`src/rtl/uart_rx_frame_ctrl.sv`:
```
// UART RX frame controller: walks start/data/parity/stop using the companion edge/bit
// counter strobes, majority-votes three mid-bit samples, deserialises and flags errors.
module uart_rx_frame_ctrl #(
  parameter int DATA_W = 8
) (
  input  logic              CLK,
  input  logic              RST,
  input  logic              RX_IN,
  input  logic              PAR_EN,
  input  logic              PAR_TYP,
  input  logic              edge_cnt_done,
  input  logic              bit_cnt_done,
  input  logic              sampling_timing,
  output logic              counter_en,
  output logic              deser_en,
  output logic [DATA_W-1:0] P_DATA,
  output logic              data_valid,
  output logic              par_err,
  output logic              stp_err
);

  typedef enum logic [2:0] {IDLE, START, DATA, PARITY, STOP} state_t;

  state_t            state;
  logic [2:0]        vote;
  logic [DATA_W-1:0] shift;
  logic              par_en_q;
  logic              par_typ_q;
  logic              voted;

  assign voted      = (vote[0] & vote[1]) | (vote[0] & vote[2]) | (vote[1] & vote[2]);
  assign counter_en = (state != IDLE);
  assign deser_en   = (state == DATA);

  // Three mid-bit samples; older ticks fall out so each bit votes on its own samples.
  always_ff @(posedge CLK or negedge RST) begin
    if (!RST)                          vote <= 3'b000;
    else if (counter_en && sampling_timing) vote <= {vote[1:0], RX_IN};
  end

  always_ff @(posedge CLK or negedge RST) begin
    if (!RST) begin
      state      <= IDLE;
      shift      <= '0;
      par_en_q   <= 1'b0;
      par_typ_q  <= 1'b0;
      P_DATA     <= '0;
      data_valid <= 1'b0;
      par_err    <= 1'b0;
      stp_err    <= 1'b0;
    end else begin
      data_valid <= 1'b0;
      case (state)
        IDLE: if (!RX_IN) begin
          state     <= START;
          par_en_q  <= PAR_EN;
          par_typ_q <= PAR_TYP;
          par_err   <= 1'b0;
          stp_err   <= 1'b0;
        end
        START: if (edge_cnt_done) state <= voted ? IDLE : DATA;
        DATA: if (edge_cnt_done) begin
          // LSB arrives first, so shifting right lands it in bit 0 after the last bit.
          shift <= {voted, shift[DATA_W-1:1]};
          if (bit_cnt_done) state <= par_en_q ? PARITY : STOP;
        end
        PARITY: if (edge_cnt_done) begin
          if (voted != (^shift ^ par_typ_q)) par_err <= 1'b1;
          state <= STOP;
        end
        STOP: if (edge_cnt_done) begin
          if (!voted) stp_err <= 1'b1;
          else if (!par_err) begin
            P_DATA     <= shift;
            data_valid <= 1'b1;
          end
          state <= IDLE;
        end
        default: state <= IDLE;
      endcase
    end
  end

endmodule

```
`config.mk`:
```
export PLATFORM = sky130hd
export DESIGN_NAME = uart_rx_frame_ctrl
export DESIGN_NICKNAME = d
export VERILOG_FILES = /design/src/rtl/uart_rx_frame_ctrl.sv
export SDC_FILE = /design/constraint.sdc
export NUM_CORES = 1
export LEC_CHECK = 0
export CELL_PAD_IN_SITES_DETAIL_PLACEMENT = 1
export CELL_PAD_IN_SITES_GLOBAL_PLACEMENT = 1
export CORE_MARGIN = 2
export CORE_UTILIZATION = 41
export DETAILED_ROUTE_END_ITERATION = 12
export PLACE_DENSITY_LB_ADDON = 0.1
export SYNTH_ARGS = -nofsm -noshare
export SYNTH_HDL_FRONTEND = slang
export SYNTH_SLANG_ARGS = --single-unit
```
`constraint.sdc`:
```
create_clock -name CLK -period 2.09 [get_ports CLK]
set_input_delay 0.5225 -clock CLK [delete_from_list [all_inputs] [get_ports CLK]]
set_output_delay 0.5225 -clock CLK [all_outputs]
set_load 0.02 [all_outputs]
```
==> reports/metrics.csv, run 1 <==
metric,value,unit
Worst EP required,1.57,ns
Top Usage Layer GRT,met2,
Final setup viols,0,
Yosys reg bits,27,
leakage,0.705,nW
Worst path top cell family by delay,flip-flops,
area grow syn2layout,23.1,%
nets,131,
Post-Layout Cell Count,153,
first-pass GRT wire length,4270,um
port bufs,20,
H-tree levels,1,
Sink Count,27,
Core ar.,2830,sq um
design area,1530,sq um
peak supply drop,650,uV
Fill cells,302,
drt first pass iters,4,
"Seq/Total Area, Yosys",54.3,%
post-route antenna net violation count,0,
Worst EP arrival,1.39,ns
Die Y,59.1,um
Synth Area per Inst,13.1,sq um
crit end category,output pin,
Via density,5.34,
Max Cap Viol,0,
post-synth cell types,31,
Antenna Cells,0,
Hold EP,P_DATA[5],
Die Area,3490,sq um
die width,59.1,um
met3 Resource Use GR,3.49,%
worst-margin pin slew,0.356,ns
Mapped Cells,95,
Layout Skew,0.0170,ns
IO Pins,21,
fraction of layout cells with a size suffix above 1,31.1,%
crit start category,register,
Reg2Reg Depth,6,
largest net degree at the start of global routing,28,
Hold Fails Final Rpt,0,
R2R setup slack,0.47,ns
Max Slew Vio Count,0,
post-synthesis async set-or-reset flop share,100,%
FMAX,0.523,GHz
latest clock arrival within the worst-skew pair,0.34,ns
wire per inst,16.4,um
vias in the first global route,846,
"Largest stage delay, worst path",0.45,ns
gp weighted congestion,0.774,
DP HPWL,1820,um
hold_sp,P_DATA[5],
GR Overflow Total,0,
Initial DRC Count,5,
Hold Crit Class,register to register,
register area,677,sq um
initial antenna violation count,0,
relative slew slack,76.0,%
placed cell count,148,
slowest cell on the critical path,dfrtp_1,
row count,19,
RR Endpoint,state[0],
setup repair after global routing missed its margin,no,
CTS Buf Count,3,
syn nets,103,
total number of vias,817,
hold bufs inserted after CTS,0,
grt met2 use,28.4,%
Critical path origin,state[2],
Post-DP Area,1500,sq um
GR Layer Usage met1,21.8,%
post-synth top area share,54.3,%
CP Class,register to output pin,
clk slew on worst S/H paths,0.16,ns
largest area contributor in the netlist,dfrtp_1,
worst flop-to-flop path startpoint,state[1],
setup TNS,0,ns
multi-input logic area,539,sq um
Final min period,1.91,ns
overall power,0.00200,W
ys flop type,dfrtp_1,
synthesized area,1240,sq um
synth top area cells,"dfrtp_1 54%, mux2_2 18%, xnor2_1 4.2%, xnor3_1 1.8%, o21ai_0 1.6%",
critical-path cell list,and2b_1 -> nor2b_1 -> clkbuf_2,
final WL,2510,um
status,finished clean,
Worst Path Buf+Inv,1,
Initial Util,44.0,%
DRC Markers,0,
CTS Buffer Depth,2,
Hold Path Stages,1,
Final Core Density,54.1,%
CTS root buffer,clkbuf_4,
"Warnings, synthesis",0,
"EDFF count, synth",0,
All-Layer GR Usage,16.7,%
worst-path fanout max,5,
Tcrit/Tclk final,91.5,%
Pwr per Cell Area,1300,nW/um^2
CTS tree,yes,
==> metal layers <==
metal  share of wire (%)  up-vias
met1                  45      405
met5                   0        -
met3                 3.6        2
met2                  50       18
met4                 1.1        0
li1                    -      392
==> power by group <==
group | total (W) | internal [W] | switching (W) | leakage, nW
clock network | 0.000237 | 0.0000734 | 0.000163 | 0.0139
logic | 0.000968 | 0.000515 | 0.000453 | 0.334
registers | 0.000794 | 0.000671 | 0.000122 | 0.357
total | 0.00200 | 0.00126 | 0.000739 | 0.705
==> logic make-up (layout without fill, tap and decap cells) <==
logic type / after synthesis / in the layout / share of synthesized area (%)
AOI/OAI and AO/OA: 13 / 13 / 6.64
buffers and inverters: 6 / 33 / 2.31
xor gates and xnor gates: 8 / 8 / 6.74
DFF: 27 / 27 / 54.3
and+or+nand+nor: 20 / 20 / 11.0
muxes: 20 / 20 / 18.1
adders and majority gates: 1 / 1 / 0.905
==> per-stage QoR <==
stage          setup WS [ns]  hold slack (ns)
2_1_floorplan          0.487            0.227
3_3_place_gp           0.129            0.488
5_1_grt               0.0966            0.529
3_5_place_dp           0.105            0.494
6_report               0.178            0.524
4_1_cts               0.0152            0.528
==> worst max-delay path by stage <==
| stage | end | slack [ns] | depth (start not counted) |
|---|---|---|---|
| detailed placement | shift[4] | 0.11 | 4 |
| CTS | deser_en | 0.02 | 3 |
| global placement | deser_en | 0.13 | 3 |
| finish | deser_en | 0.18 | 3 |
| floorplan | deser_en | 0.49 | 3 |
| global route | deser_en | 0.1 | 3 |
==> final cells by class <==
class                           instances  share of cell area (%)
Clock buffer                            3                    1.47
Clock inverter                          1                   0.490
Inverter                                3                   0.735
Multi-Input combinational cell         62                    35.2
Sequential cell                        27                    44.2
Tap cell                               31                    2.53
Timing Repair Buffer                   26                    15.4
==> worst register-to-register path: cells and delay by family (launching register included) <==
family / cells / cell delay (ns)
buffers and inverters: 2 / 0.29
flip-flops: 1 / 0.46
AO/OA/AOI/OAI: 2 / 0.33
AND/OR/NAND/NOR: 2 / 0.44
==> cells in the mapped netlist (all sizes together), types with 2 or more instances <==
master / number
nor2b: 3
xnor2: 6
mux2: 20
inv: 3
buf: 2
nor2: 3
a21oi: 2
o21ai: 4
o21bai: 2
dfrtp: 27
nand2: 5
==> what timing repair did <==
item | CTS | global route
resized for setup | 2 | 5
pin swaps | 0 | 0
setup endpoints to repair | 2 | 2
setup buffers | 0 | 1
endpoints found under the hold margin | 0 | 0
==> sequential cells by signal, indices dropped and copies added (netlist names) <==
name,count
P_DATA,8
shift,8
state,3
vote,3
data_valid,1
par_en_q,1
par_err,1
par_typ_q,1
stp_err,1
==> layout by cell type (no fill, tap or decap), types with 2 or more instances in the layout <==
cell and instances:
a21oi_1 2, nand2_1 5, clkdlybuf4s50_1 18, mux2_2 20, dfrtp_1 26, clkbuf_4 3
o21ai_0 4, inv_1 3, nor2_1 2, xnor2_1 6, clkbuf_2 2, o21bai_1 2
nor2b_1 3, buf_4 6
Note: power is estimated with default switching activity, not from simulation.
==> run 2, diff against run 1 <==
ABC_CLOCK_PERIOD_IN_PS = 2090   (was not set)
RECOVER_POWER = 100   (was not set)
==> reports/metrics.csv, run 2 (synthesis results as in run 1) <==
metric,value,unit
setup repair after global routing missed its margin,no,
post-route antenna net violation count,0,
Logic pwr share,47.0,%
CTS Buffer Depth,2,
Layout Skew,0.0171,ns
critical-path cell list,dlygate4sd3_1 -> nand2_1 -> nor2_1 -> mux2_2,
DP HPWL,1820,um
H-tree levels,1,
fraction of layout cells with a size suffix above 1,23.8,%
clock power share,12.2,%
Final setup viols,0,
placed cell count,148,
Post-Layout Cell Count,153,
Worst path top cell family by delay,buffers and inverters,
crit end category,register,
FMAX,0.519,GHz
final WL,2510,um
Reg power frac,40.8,%
Die Area,3490,sq um
status,finished clean,
vias in the first global route,846,
Tcrit/Tclk final,92.3,%
Final min period,1.93,ns
gp weighted congestion,0.774,
Antenna Cells,0,
Sink Count,27,
hold bufs inserted after CTS,0,
Core ar.,2830,sq um
relative slew slack,58.7,%
Pwr per Cell Area,1290,nW/um^2
peak supply drop,646,uV
most frequent cells in the layout,"27 x dfrtp_1, 18 x mux2_2, 13 x dlygate4sd3_1",
worst-margin pin slew,0.617,ns
Max Cap Viol,0,
DRC Markers,0,
area grow syn2layout,20.7,%
Via density,5.34,
leakage,0.724,nW
drt first pass iters,4,
latest clock arrival within the worst-skew pair,0.34,ns
port bufs,20,
total number of vias,817,
GR Overflow Total,0,
"Largest stage delay, worst path",0.66,ns
switch share,37.0,%
Initial Util,44.0,%
IO Pins,21,
crit start category,input port,
reported net switching power,0.000718,W
wire per inst,16.4,um
Initial DRC Count,10,
Final Core Density,53.1,%
nets,131,
pre-CTS setup slack,0.105,ns
Die Y,59.1,um
top flop regs,"P_DATA (8), shift (8)",
CTS Buf Count,3,
first-pass GRT wire length,4270,um
initial antenna violation count,0,
"most common cell after layout, fill and taps aside",dfrtp_1,
worst setup margin,0.161,ns
Worst EP arrival,2.16,ns
cell internal pwr,0.00122,W
Max Slew Vio Count,0,
clk slew on worst S/H paths,0.16,ns
die width,59.1,um
CTS root buffer,clkbuf_4,
Hold Crit Class,register to register,
worst-path fanout max,8,
Hold Fails Final Rpt,0,
Fill cells,309,
Worst EP required,2.32,ns
slowest cell on the critical path,dlygate4sd3_1,
CP Class,input port to register,
Worst Path Buf+Inv,1,
setup TNS,0,ns
largest net degree at the start of global routing,28,
CTS tree,yes,
All-Layer GR Usage,16.7,%
row count,19,
-- run 2: cell count changes in the layout (fill, tap and decap cells not counted), sizes merged --
cell | before | now
dlygate4sd3 | 0 | 13
clkdlybuf4s50 | 18 | 5
buf | 6 | 3
clkbuf | 5 | 8
-- run 2: worst register-to-register path: stages (launching register included) --
cell and delay [ns]:
dfrtp_1 0.45, and2b_1 0.30, nand2_1 0.08, nor2_1 0.49, mux2_2 0.40
-- run 2: worst paths after layout --
check / from / endpoint / slack, ns / cells past startpoint
worst max-delay path: edge_cnt_done / shift[1] / 0.16 / 4
worst min-delay path: P_DATA[5] / P_DATA[5] / 0.52 / 1
worst max register to register: state[2] / shift[1] / 0.28 / 4
worst min register to register: P_DATA[5] / P_DATA[5] / 0.52 / 1
max in group asynchronous: RST / vote[2] / 1.22 / 2
min in group asynchronous: RST / data_valid / 0.60 / 2
-- run 2: what timing repair did --
| item | CTS | global route |
|---|---|---|
| buffers inserted | 0 | 1 |
| setup endpoints to repair | 2 | 2 |
| resized for setup | 2 | 5 |
| cloned | 0 | 0 |
-- run 2: layer usage --
metal,GRT usage [%],vias up,share of wire (%)
li1,-,391,-
met1,21.8,406,45
met2,28.4,18,50
met3,3.49,2,3.5
met4,3.90,0,1.1
met5,0,-,0
-- run 2: layout make-up --
class                   count  area (sq um)  share of cell area (%)
repair buffers             26           226                    15.1
clock buffers               3          22.5                    1.50
multi-input cells          62           519                    34.6
inverters                   3          11.3                   0.750
clock inverters             1          7.51                   0.500
well taps                  31          38.8                    2.58
flip-flops and latches     27           676                    45.0
-- run 2: power by group through the flow --
stage / combinational [W] / clock (W) / sequential [W]
after detailed placement: 0.000978 / 0 / 0.000809
after global routing: 0.00101 / 0.000264 / 0.000817
after CTS: 0.000980 / 0.000244 / 0.000797
after floorplan: 0.000663 / 0 / 0.000809
after global placement: 0.000944 / 0 / 0.000794
final: 0.000911 / 0.000236 / 0.000790
-- run 2: through the flow --
step	hold WS (ns)	cell area, sq um	total power (W)
after floorplan	0.227	1240	0.00147
after global placement	0.488	1500	0.00174
final	0.518	1500	0.00194
after global routing	0.544	1500	0.00209
after detailed placement	0.494	1500	0.00179
after CTS	0.528	1530	0.00202
